`src/rtl/pwm_capture_pkg.sv`:
```
// Shared constants and encodings for the PWM capture block.
package pwm_capture_pkg;

  // One second of silence at the 15.625 MHz divided clock.
  localparam int unsigned PWM_TIMEOUT_1S = 32'd15_625_000;

  typedef enum logic [1:0] {
    ST_IDLE  = 2'd0,
    ST_HIGH  = 2'd1,
    ST_LOW   = 2'd2,
    ST_STUCK = 2'd3
  } state_t;

  typedef enum logic [1:0] {
    DIR_FLAT = 2'b00,
    DIR_UP   = 2'b01,
    DIR_DOWN = 2'b10
  } dir_t;

endpackage

```
`src/rtl/pwm_sync_edge.sv`:
```
// Two-flop synchroniser for the asynchronous PWM input followed by a
// registered edge detector; edges appear three clocks after pwm_i moves.
module pwm_sync_edge (
  input  logic clk_div_i,
  input  logic rst_n_i,
  input  logic pwm_i,
  output logic lvl,
  output logic rise,
  output logic fall
);

  logic sync1;
  logic sync2;
  logic sync3;

  always_ff @(posedge clk_div_i) begin
    if (!rst_n_i) begin
      sync1 <= 1'b0;
      sync2 <= 1'b0;
      sync3 <= 1'b0;
      rise  <= 1'b0;
      fall  <= 1'b0;
    end else begin
      sync1 <= pwm_i;
      sync2 <= sync1;
      sync3 <= sync2;
      rise  <= sync2 & ~sync3;
      fall  <= ~sync2 & sync3;
    end
  end

  // sync3 is aligned with the rise/fall flags.
  assign lvl = sync3;

endmodule

```
`src/rtl/pwm_capture.sv`:
```
// PWM measurement: recovers high/low time, period and brightness trend
// of an external PWM input, and flags an input that stops toggling.
module pwm_capture
  import pwm_capture_pkg::*;
#(
  parameter int unsigned CNT_W    = 32,
  parameter int unsigned TIMEOUT  = PWM_TIMEOUT_1S,
  parameter int unsigned TREND_TH = 4
) (
  input  logic             clk_div_i,
  input  logic             rst_n_i,
  input  logic             pwm_i,
  output logic [CNT_W-1:0] high_o,
  output logic [CNT_W-1:0] low_o,
  output logic [CNT_W-1:0] period_o,
  output logic             valid_o,
  output logic [1:0]       dir_o,
  output logic             stuck_o,
  output logic             level_o
);

  localparam int unsigned TO_W  = $clog2(TIMEOUT + 1);
  localparam int unsigned EXT_W = CNT_W + 2;

  localparam logic [CNT_W-1:0] CNT_MAX = {CNT_W{1'b1}};
  localparam logic [CNT_W-1:0] CNT_ONE = CNT_W'(1);
  localparam logic [TO_W-1:0]  TO_LIM  = TO_W'(TIMEOUT);
  localparam logic [EXT_W-1:0] TH_EXT  = EXT_W'(TREND_TH);

  logic lvl;
  logic rise;
  logic fall;
  logic any_edge;

  state_t state;
  state_t state_nxt;

  logic [CNT_W-1:0] hcnt;
  logic [CNT_W-1:0] hcnt_nxt;
  logic [CNT_W-1:0] lcnt;
  logic [CNT_W-1:0] lcnt_nxt;
  logic [CNT_W-1:0] prev_high;
  logic [CNT_W-1:0] prev_nxt;
  logic [TO_W-1:0]  idle_cnt;
  logic [TO_W-1:0]  idle_nxt;
  logic             first;
  logic             first_nxt;
  logic             skip;
  logic             skip_nxt;

  logic [CNT_W-1:0] high_nxt;
  logic [CNT_W-1:0] low_nxt;
  logic [CNT_W-1:0] period_nxt;
  logic [1:0]       dir_nxt;
  logic             valid_nxt;
  logic             stuck_nxt;

  logic [CNT_W-1:0] hcnt_inc;
  logic [CNT_W-1:0] lcnt_inc;
  logic [CNT_W:0]   sum;
  logic [CNT_W-1:0] period_sat;
  logic [EXT_W-1:0] hcnt_ext;
  logic [EXT_W-1:0] prev_ext;
  dir_t             trend;

  pwm_sync_edge u_sync (
    .clk_div_i (clk_div_i),
    .rst_n_i   (rst_n_i),
    .pwm_i     (pwm_i),
    .lvl       (lvl),
    .rise      (rise),
    .fall      (fall)
  );

  assign any_edge = rise | fall;

  // Saturating counter increments and period sum.
  assign hcnt_inc   = (hcnt == CNT_MAX) ? hcnt : hcnt + CNT_ONE;
  assign lcnt_inc   = (lcnt == CNT_MAX) ? lcnt : lcnt + CNT_ONE;
  assign sum        = {1'b0, hcnt} + {1'b0, lcnt};
  assign period_sat = sum[CNT_W] ? CNT_MAX : sum[CNT_W-1:0];

  // Trend compare in widened arithmetic so prev_high + TREND_TH cannot overflow.
  assign hcnt_ext = {2'b00, hcnt};
  assign prev_ext = {2'b00, prev_high};

  always_comb begin
    trend = DIR_FLAT;
    if (first) begin
      trend = DIR_FLAT;
    end else if (hcnt_ext >= prev_ext + TH_EXT) begin
      trend = DIR_UP;
    end else if (prev_ext >= hcnt_ext + TH_EXT) begin
      trend = DIR_DOWN;
    end
  end

  // Next-state, counter and result logic.
  always_comb begin
    state_nxt  = state;
    hcnt_nxt   = hcnt;
    lcnt_nxt   = lcnt;
    prev_nxt   = prev_high;
    first_nxt  = first;
    skip_nxt   = skip;
    high_nxt   = high_o;
    low_nxt    = low_o;
    period_nxt = period_o;
    dir_nxt    = dir_o;
    valid_nxt  = 1'b0;
    idle_nxt   = any_edge ? '0 :
                 ((idle_cnt == TO_LIM) ? idle_cnt : idle_cnt + TO_W'(1));

    unique case (state)
      ST_IDLE: begin
        if (rise) begin
          state_nxt = ST_HIGH;
          hcnt_nxt  = CNT_ONE;
        end
      end
      ST_HIGH: begin
        if (fall) begin
          state_nxt = ST_LOW;
          lcnt_nxt  = CNT_ONE;
        end else begin
          hcnt_nxt = hcnt_inc;
        end
      end
      ST_LOW: begin
        if (rise) begin
          // A LOW phase entered from STUCK has no trustworthy high time.
          if (!skip) begin
            high_nxt   = hcnt;
            low_nxt    = lcnt;
            period_nxt = period_sat;
            dir_nxt    = trend;
            prev_nxt   = hcnt;
            first_nxt  = 1'b0;
            valid_nxt  = 1'b1;
          end
          skip_nxt  = 1'b0;
          state_nxt = ST_HIGH;
          hcnt_nxt  = CNT_ONE;
        end else begin
          lcnt_nxt = lcnt_inc;
        end
      end
      ST_STUCK: begin
        if (rise) begin
          state_nxt = ST_HIGH;
          hcnt_nxt  = CNT_ONE;
        end else if (fall) begin
          state_nxt = ST_LOW;
          lcnt_nxt  = CNT_ONE;
          skip_nxt  = 1'b1;
        end
      end
      default: state_nxt = ST_IDLE;
    endcase

    // Silence timeout overrides any state; the next valid restarts the trend.
    if (!any_edge && (idle_nxt == TO_LIM)) begin
      state_nxt = ST_STUCK;
      first_nxt = 1'b1;
      skip_nxt  = 1'b0;
      valid_nxt = 1'b0;
    end

    stuck_nxt = (state_nxt == ST_STUCK);
  end

  always_ff @(posedge clk_div_i) begin
    if (!rst_n_i) begin
      state     <= ST_IDLE;
      hcnt      <= '0;
      lcnt      <= '0;
      prev_high <= '0;
      idle_cnt  <= '0;
      first     <= 1'b1;
      skip      <= 1'b0;
      high_o    <= '0;
      low_o     <= '0;
      period_o  <= '0;
      dir_o     <= 2'b00;
      valid_o   <= 1'b0;
      stuck_o   <= 1'b0;
      level_o   <= 1'b0;
    end else begin
      state     <= state_nxt;
      hcnt      <= hcnt_nxt;
      lcnt      <= lcnt_nxt;
      prev_high <= prev_nxt;
      idle_cnt  <= idle_nxt;
      first     <= first_nxt;
      skip      <= skip_nxt;
      high_o    <= high_nxt;
      low_o     <= low_nxt;
      period_o  <= period_nxt;
      dir_o     <= dir_nxt;
      valid_o   <= valid_nxt;
      stuck_o   <= stuck_nxt;
      level_o   <= lvl;
    end
  end

endmodule

```
`config.mk`:
```
export PLATFORM = sky130hd
export DESIGN_NAME = pwm_capture
export DESIGN_NICKNAME = d
export VERILOG_FILES = /design/src/rtl/pwm_capture_pkg.sv /design/src/rtl/pwm_sync_edge.sv /design/src/rtl/pwm_capture.sv
export SDC_FILE = /design/constraint.sdc
export NUM_CORES = 1
export LEC_CHECK = 0
export BUFFER_PORTS_ARGS = -buffer_cell sky130_fd_sc_hd__buf_2
export CAP_MARGIN = 30
export CORE_MARGIN = 2
export CORE_UTILIZATION = 55
export DETAILED_ROUTE_END_ITERATION = 10
export GPL_TIMING_DRIVEN = 0
export HOLD_SLACK_MARGIN = 0.08
export PLACE_DENSITY = 0.74
export SLEW_MARGIN = 20
export SYNTH_ARGS = -nofsm -noshare
export SYNTH_HDL_FRONTEND = slang
export SYNTH_SLANG_ARGS = --single-unit
```
`constraint.sdc`:
```
create_clock -name clk_div_i -period 9.86 [get_ports clk_div_i]
set_clock_uncertainty 0.05 [all_clocks]
set_input_delay 2.958 -clock clk_div_i [delete_from_list [all_inputs] [get_ports clk_div_i]]
set_output_delay 2.958 -clock clk_div_i [all_outputs]
set_load 0.05 [all_outputs]
```
==> metrics.md, run 1 <==
| Metric | Value |
|---|---|
| Initial antenna violation count | `0` |
| Area growth, synth to finish | `12.24%` |
| Gpl congestion | `0.9562` |
| Mapped Area | `0.01189 mm^2` |
| Total GRT Usage | `30.16%` |
| Net Count, Synth | `roughly 1600` |
| GRT overflow | `0` |
| Fraction of the cycle the final worst path needs | `49.40%` |
| Hold Path Class | `reg2reg` |
| Compound-cell area share of the yosys netlist | `approximately 17%` |
| Syn avg cell area | `8.074 um^2` |
| Final HPWL DP | `26.04 mm` |
| EDFF count, synth | `0` |
| Post-Synth Simple-Gate Area | `23.72%` |
| Arr. time, crit path | `approximately 5.2 ns` |
| Critical path capture point type | `flop` |
| Total power divided by cell area | `116.4 mW/mm^2` |
| Slew Limit Fails | `0` |
| Vias post-DR | `11050` |
| Die Area | `0.02281 mm^2` |
| Hold Buf Count CTS | `0` |
| # IOs | `104` |
| Unrepaired setup endpoints after global routing | `false` |
| Most common flop cell mapped by yosys | `dfxtp_1` |
| Worst slew pin tran | `1.002 ns` |
| ANT nets after route | `0` |
| Register Area | `0.003964 mm^2` |
| XOR/XNOR Fraction of Synth Area | `around 11%` |
| CTS resizes | `0` |
| Lkg Pwr | `roughly 5.5 nW` |
| Worst-Skew Late Latency | `0.45 ns` |
| Fillers | `1901` |
| Most frequent cells in the layout | `nand2_1 (216), dfxtp_1 (198), nor2_1 (123)` |
| Starting Density | `56.22%` |
| Largest family of logic cells by synthesized area | `simple AND/OR/NAND/NOR gates` |
| Avg WL per Cell | `18.04 um` |
| Netlist cell types | `63` |
| Setup CP Type | `reg2reg` |
| Setup-failing EPs final | `0` |
| Die Wd | `~150 um` |
| Antenna diodes | `0` |
| Max_slew headroom | `32.56%` |
| Avg Vias per Cell | `5.869` |
| Clk root buf | `clkbuf_16` |
| Final TNS setup | `0 ns` |
| First-pass GRT wire length | `around 54 mm` |
| Run status | `complete, no violations` |
| Post-Route WL | `33.97 mm` |
| Fin Hold WS | `0.3844 ns` |
| Area of the multi-input gates | `0.007557 mm^2` |
| CP Max Fanout | `8` |
| Slowest Stage Delay on Critical Path | `slightly above 0.9 ns` |
| DRC Markers | `0` |
| Max Root-Sink Buffers | `2` |
| CTS sink count | `198` |
| Fmax | `205.3 MHz` |
| Die Span Y | `151.0 um` |
| Core region area | `0.02115 mm^2` |
| CP required | `10.15 ns` |
| Max VDD drop | `approximately 0.095 mV` |
| Share of layout cells above drive strength 1 | `8.893%` |
| H-tree levels | `4` |
| Synthesized-area fraction occupied by adder cells | `10.79%` |
| CTS Buf Count | `17` |
| Commonest non-fill, non-tap cell in the layout | `nand2_1` |
| Final hold violations | `0` |
| Mux cell area share after synthesis | `less than 1%` |
| Fraction of registers with async set/reset | `0%` |
| CTS tree | `yes` |
| Crit-path cells | `and4_1 > nand4_1 > nor4_1 > and2_1 > nand4_1 > xor2_1 > ha_1 > nand4_1 > nor3_1 > o221ai_1 > a21oi_1 > o31ai_1 > a211oi_1 > o221a_2 > o41ai_1` |
| DRT Pass-1 Iters | `5` |
| Maxcap violations | `0` |
| Warnings from Yosys | `0` |
| Slowest stage cell on the critical path | `nor4_1` |
| Initial DRC Count | `704` |
| Port Buf Inserts | `between 100 and 150` |
| Yosys reg bits | `198` |
| Total setup buffers inserted after CTS | `0` |
| Nets | `between 1500 and 2000` |
| Worst path most repeated cell | `nand4_1` |
| Row cnt | `53` |
| Post-synthesis sequential area ratio | `between 30% and 40%` |
| Worst-path clk slew | `around 0.08 ns` |
| Period minus WS final | `4.871 ns` |
| Vias in the first global route | `10280` |
| Gate Count Post-Synth | `1473` |
| Largest net degree at the start of global routing | `22` |
| Startpoint Class | `flop` |
layer usage:
metal  up-vias  wire [um]  global-route usage (%)
li1       5430          -                       -
met1      5247      15610                   40.22
met2       324      15980                   51.64
met3        51       1745                   4.458
met4         0        637                   7.009
met5         -          0                       0
synthesized netlist by cell type (all sizes together), types with 3 or more instances:
library cell | instances | area [um^2]
a21oi | 90 | 450.4
inv | 28 | 105.1
nor3 | 27 | 135.1
a21boi | 68 | 510.5
ha | 101 | 1264
buf | 6 | 33.78
o21ai | 71 | 355.3
nand2 | 216 | 810.8
a31oi | 10 | 62.56
nor3b | 4 | 30.03
a41oi | 3 | 26.28
nor2b | 16 | 100.1
a2111oi | 3 | 26.28
and4 | 10 | 87.58
and3 | 25 | 156.4
o211ai | 5 | 37.54
nand3 | 63 | 315.3
and2 | 18 | 112.6
a21o | 33 | 247.7
xnor2 | 69 | 604.3
mux2i | 4 | 40.04
or2 | 5 | 31.29
o21bai | 3 | 22.52
nor2 | 123 | 461.7
nand2b | 11 | 68.82
clkbuf | 62 | 232.7
xor2 | 83 | 727.0
or3 | 22 | 142.6
nor4 | 8 | 50.05
nand4 | 34 | 212.7
a211o | 5 | 43.79
dfxtp | 198 | 3964
a211oi | 9 | 67.56
o31ai | 6 | 45.04
worst max-delay path, delay by kind of cell, from the launching register on:
kind,cells,cell delay (ns)
adder cells (fa/ha/maj),1,0.29
AND/OR/NAND/NOR,7,2.17
XOR/XNOR,1,0.17
AO/OA/AOI/OAI,6,1.53
flip-flops,1,0.54
through the flow:
stage	util, %	total power, W	area, um^2	instances	setup WS [ns]
after floorplan	-	0.0008464	11890	1473	5.880
after global placement	60.26	0.0008586	12750	1850	4.876
after detailed placement	60.28	0.0008590	12750	1851	4.944
after CTS	63.10	0.001557	13350	1883	5.081
after global routing	63.10	0.001588	13350	1883	4.736
final	63.10	0.001553	13350	1883	4.989
registers in the layout, indices dropped and copies added (netlist names):
signal        count
hcnt             32
level_o           1
u_sync.sync2      1
stuck_o           1
u_sync.sync1      1
valid_o           1
prev_high        32
idle_cnt         24
u_sync.lvl        1
skip              1
period_o         32
first             1
state             2
dir_o             2
u_sync.fall       1
lcnt             32
low_o            32
u_sync.rise       1
final cells by class:
cell class | count | area share [%]
Sequential cell | 198 | 29.70
Timing Repair Buffer | 103 | 3.862
Clock buffer | 17 | 3.187
Buffer | 68 | 1.997
Inverter | 28 | 0.7874
Clock inverter | 15 | 1.275
Multi-Input combinational cell | 1179 | 56.62
Tap cell | 275 | 2.578
logic make-up after synthesis:
family,Yosys count
compound gates,327
flops,198
buf+inv,96
fa+ha+maj,102
xor+xnor,152
mux,4
simple gates,594
worst paths after layout:
| path | slack, ns | cells past startpoint | start | endpoint |
|---|---|---|---|---|
| setup / recovery | 4.99 | 15 | prev_high[8] | dir_o[1] |
| hold / removal | 0.38 | 1 | u_sync.lvl | u_sync.rise |
| setup reg to reg | 4.99 | 15 | prev_high[8] | dir_o[1] |
| hold reg to reg | 0.38 | 1 | u_sync.lvl | u_sync.rise |
power by group:
| part | total [W] | switching, W | leakage, nW | internal (W) |
|---|---|---|---|---|
| clock network | 0.000713 | 0.000368 | 0.290 | 0.000345 |
| registers | 0.000805 | 0.00000364 | 1.60 | 0.000801 |
| logic | 0.0000359 | 0.0000246 | 3.61 | 0.0000112 |
| total | 0.00155 | 0.000396 | 5.49 | 0.00116 |
No activity file was read; power rests on OpenSTA's default activity.
==> run 2: changes to the inputs <==
Settings changed: PLACE_DENSITY 0.74 to 0.77.
Clock period 9.86 ns to 3.95 ns, I/O delays scaled along.
==> run 2 against run 1 <==
Core utilization rose by 1.3 points. Power increased to 2.5 times the previous value. Via count up 1.5%. Count of clock-buffer cells in the layout is 2 higher. Non-clock buffer count grew 8. Cell area increased by 2.0%. Register-to-register slack worse by 5.0 ns. Wire length grew 1.1%. Flip-flop and latch count unchanged. First-iteration DRC count up 27%. Worst hold slack got worse by 0.033 ns. Critical path depth up 1. Critical endpoint unchanged. Largest cell class unchanged. Largest power group unchanged.
==> metrics.md, run 2 (synthesized netlist as in run 1, its figures left out) <==
| Metric | Value |
|---|---|
| Nets | `about 1700` |
| Startpoint Class | `flop` |
| First-pass GRT wire length | `between 50 and 60 mm` |
| CTS tree | `yes` |
| Final HPWL DP | `25.91 mm` |
| Slowest Stage Delay on Critical Path | `0.39 ns` |
| Reg-to-reg startpoint | `prev_high[9]` |
| Worst-Skew Late Latency | `0.45 ns` |
| H-tree levels | `4` |
| Total power divided by cell area | `287.2 mW/mm^2` |
| Worst slew pin tran | `0.9548 ns` |
| Core region area | `about 0.021 mm^2` |
| Max Root-Sink Buffers | `2` |
| Hold path startpoint | `u_sync.lvl` |
| DRC Markers | `0` |
| Slowest stage cell on the critical path | `dfxtp_4` |
| Hold Path Class | `reg2reg` |
| Vias post-DR | `~11000` |
| Sum of buffers and inverters on the critical path | `1` |
| Clk root buf | `clkbuf_16` |
| Max VDD drop | `0.2857 mV` |
| Largest net degree at the start of global routing | `17` |
| Antenna diodes | `0` |
| Arr. time, crit path | `4.21 ns` |
| Starting Density | `56.22%` |
| Maxcap violations | `0` |
| CTS sink count | `198` |
| Share of layout cells above drive strength 1 | `11.96%` |
| ANT nets after route | `0` |
| Worst path most repeated cell | `nand4_1` |
| Final hold violations | `0` |
| Die Span Y | `151.0 um` |
| Worst Hold Path EP | `u_sync.rise` |
| Worst-path clk slew | `around 0.08 ns` |
| Pwr Total | `0.003912 W` |
| Lkg Pwr | `5.620 nW` |
| Setup CP Type | `reg2reg` |
| Avg WL per Cell | `18.18 um` |
| Worst Hold Path Cells | `1` |
| Avg Vias per Cell | `5.937` |
| R2R depth | `16` |
| Crit-path cells | `and4_4 > nand4_1 > buf_4 > nor4_4 > and2_4 > nand4_1 > xor2_1 > ha_1 > nand4_1 > nor3_1 > o221ai_1 > a21oi_2 > o31ai_4 > a211oi_2 > o221a_2 > o41ai_2` |
| Fraction of the cycle the final worst path needs | `99.62%` |
| Total GRT Usage | `29.92%` |
| Initial DRC Count | `891` |
| Run status | `complete, no violations` |
| Port Buf Inserts | `102` |
| Most frequent cells in the layout | `nand2_1 (215), dfxtp_1 (183), nor2_1 (120)` |
| Critical path capture point type | `flop` |
| Final TNS setup | `0 ns` |
| DRT Pass-1 Iters | `8` |
| Reg2reg end | `dir_o[1]` |
| Initial antenna violation count | `0` |
| Area growth, synth to finish | `14.53%` |
| Period minus WS final | `3.935 ns` |
| Gpl congestion | `0.9261` |
| GRT overflow | `0` |
| Row cnt | `53` |
| CTS Buf Count | `17` |
| Slew Limit Fails | `0` |
| Die Wd | `151.0 um` |
| Fmax | `254.1 MHz` |
| Die Area | `0.02281 mm^2` |
| Max_slew headroom | `a little over a third` |
| # IOs | `around 100` |
| Setup-failing EPs final | `0` |
| CP required | `4.23 ns` |
| CP Max Fanout | `7` |
| Crit-path leading delay family | `compound AO/OA/AOI/OAI gates` |
| Reg2reg setup slack | `0.01 ns` |
| Fillers | `1846` |
| Post-Route WL | `around 34 mm` |
| Vias in the first global route | `10200` |
| Commonest non-fill, non-tap cell in the layout | `nand2_1` |
-- run 2: cell count changes in the layout (fill, tap and decap cells not counted), moves of 4 or more --
cell      change
buf_4        +10
dfxtp_2      +10
clkbuf_1      -4
dfxtp_1      -15
inv_8         -7
dfxtp_4       +5
nor4_1        -4
-- run 2: final cells by class --
| type | count | area [um^2] | share of cell area, % |
|---|---|---|---|
| buffer | 66 | 267.8 | 1.966 |
| clock buffer | 19 | 442.9 | 3.252 |
| clock inverter | 11 | 148.9 | 1.093 |
| inverter | 28 | 105.1 | 0.7716 |
| multi-input combinational | 1179 | 7726 | 56.72 |
| sequential | 198 | 3995 | 29.33 |
| tap | 275 | 344.1 | 2.526 |
| timing repair buffer | 113 | 590.6 | 4.336 |
-- run 2: worst max path at each step --
stage                to          start  cells after the start  slack (ns)
2_1_floorplan  dir_o[1]  prev_high[10]                     15        0.03
3_3_place_gp   dir_o[1]   prev_high[2]                     15       -0.66
3_5_place_dp   dir_o[1]   prev_high[2]                     15       -0.63
4_1_cts        dir_o[1]  prev_high[11]                     17        0.02
5_1_grt        dir_o[1]   prev_high[9]                     16       -0.19
6_report       dir_o[1]   prev_high[9]                     16        0.01
-- run 2: per-stage QoR --
step	worst slack (ns)	cell area (um^2)	hold WS, ns	utilization (%)	instances
final	0.01496	13620	0.3512	64.39	1889
after global routing	-0.1943	13620	0.3828	64.39	1889
after CTS	0.01705	13430	0.3492	63.48	1883
after detailed placement	-0.6293	12750	0.3440	60.29	1851
after global placement	-0.6568	12750	0.3497	60.27	1850
after floorplan	0.02709	11900	0.3340	-	1473
-- run 2: metal layers --
| metal | global-route usage (%) | vias up | wire length, um |
|---|---|---|---|
| met4 | 11.50 | 0 | 1360 |
| met5 | 0 | - | 0 |
| li1 | - | 5453 | - |
| met3 | 3.916 | 88 | 2058 |
| met2 | 48.95 | 398 | 15790 |
| met1 | 40.27 | 5276 | 15120 |
-- run 2: power breakdown --
group	total (W)	internal, W	leakage, nW	switching (W)
Clock	0.00182	0.00101	0.282	0.000805
Combinational	0.0000910	0.0000285	3.73	0.0000625
Sequential	0.00201	0.00200	1.60	0.00000848
-- run 2: repair_timing --
item | in CTS | in global routing
hold buffers | 0 | 0
setup buffers | 3 | 7
resized for setup | 18 | 42
setup endpoints to repair | 2 | 21
pin swaps | 4 | 5
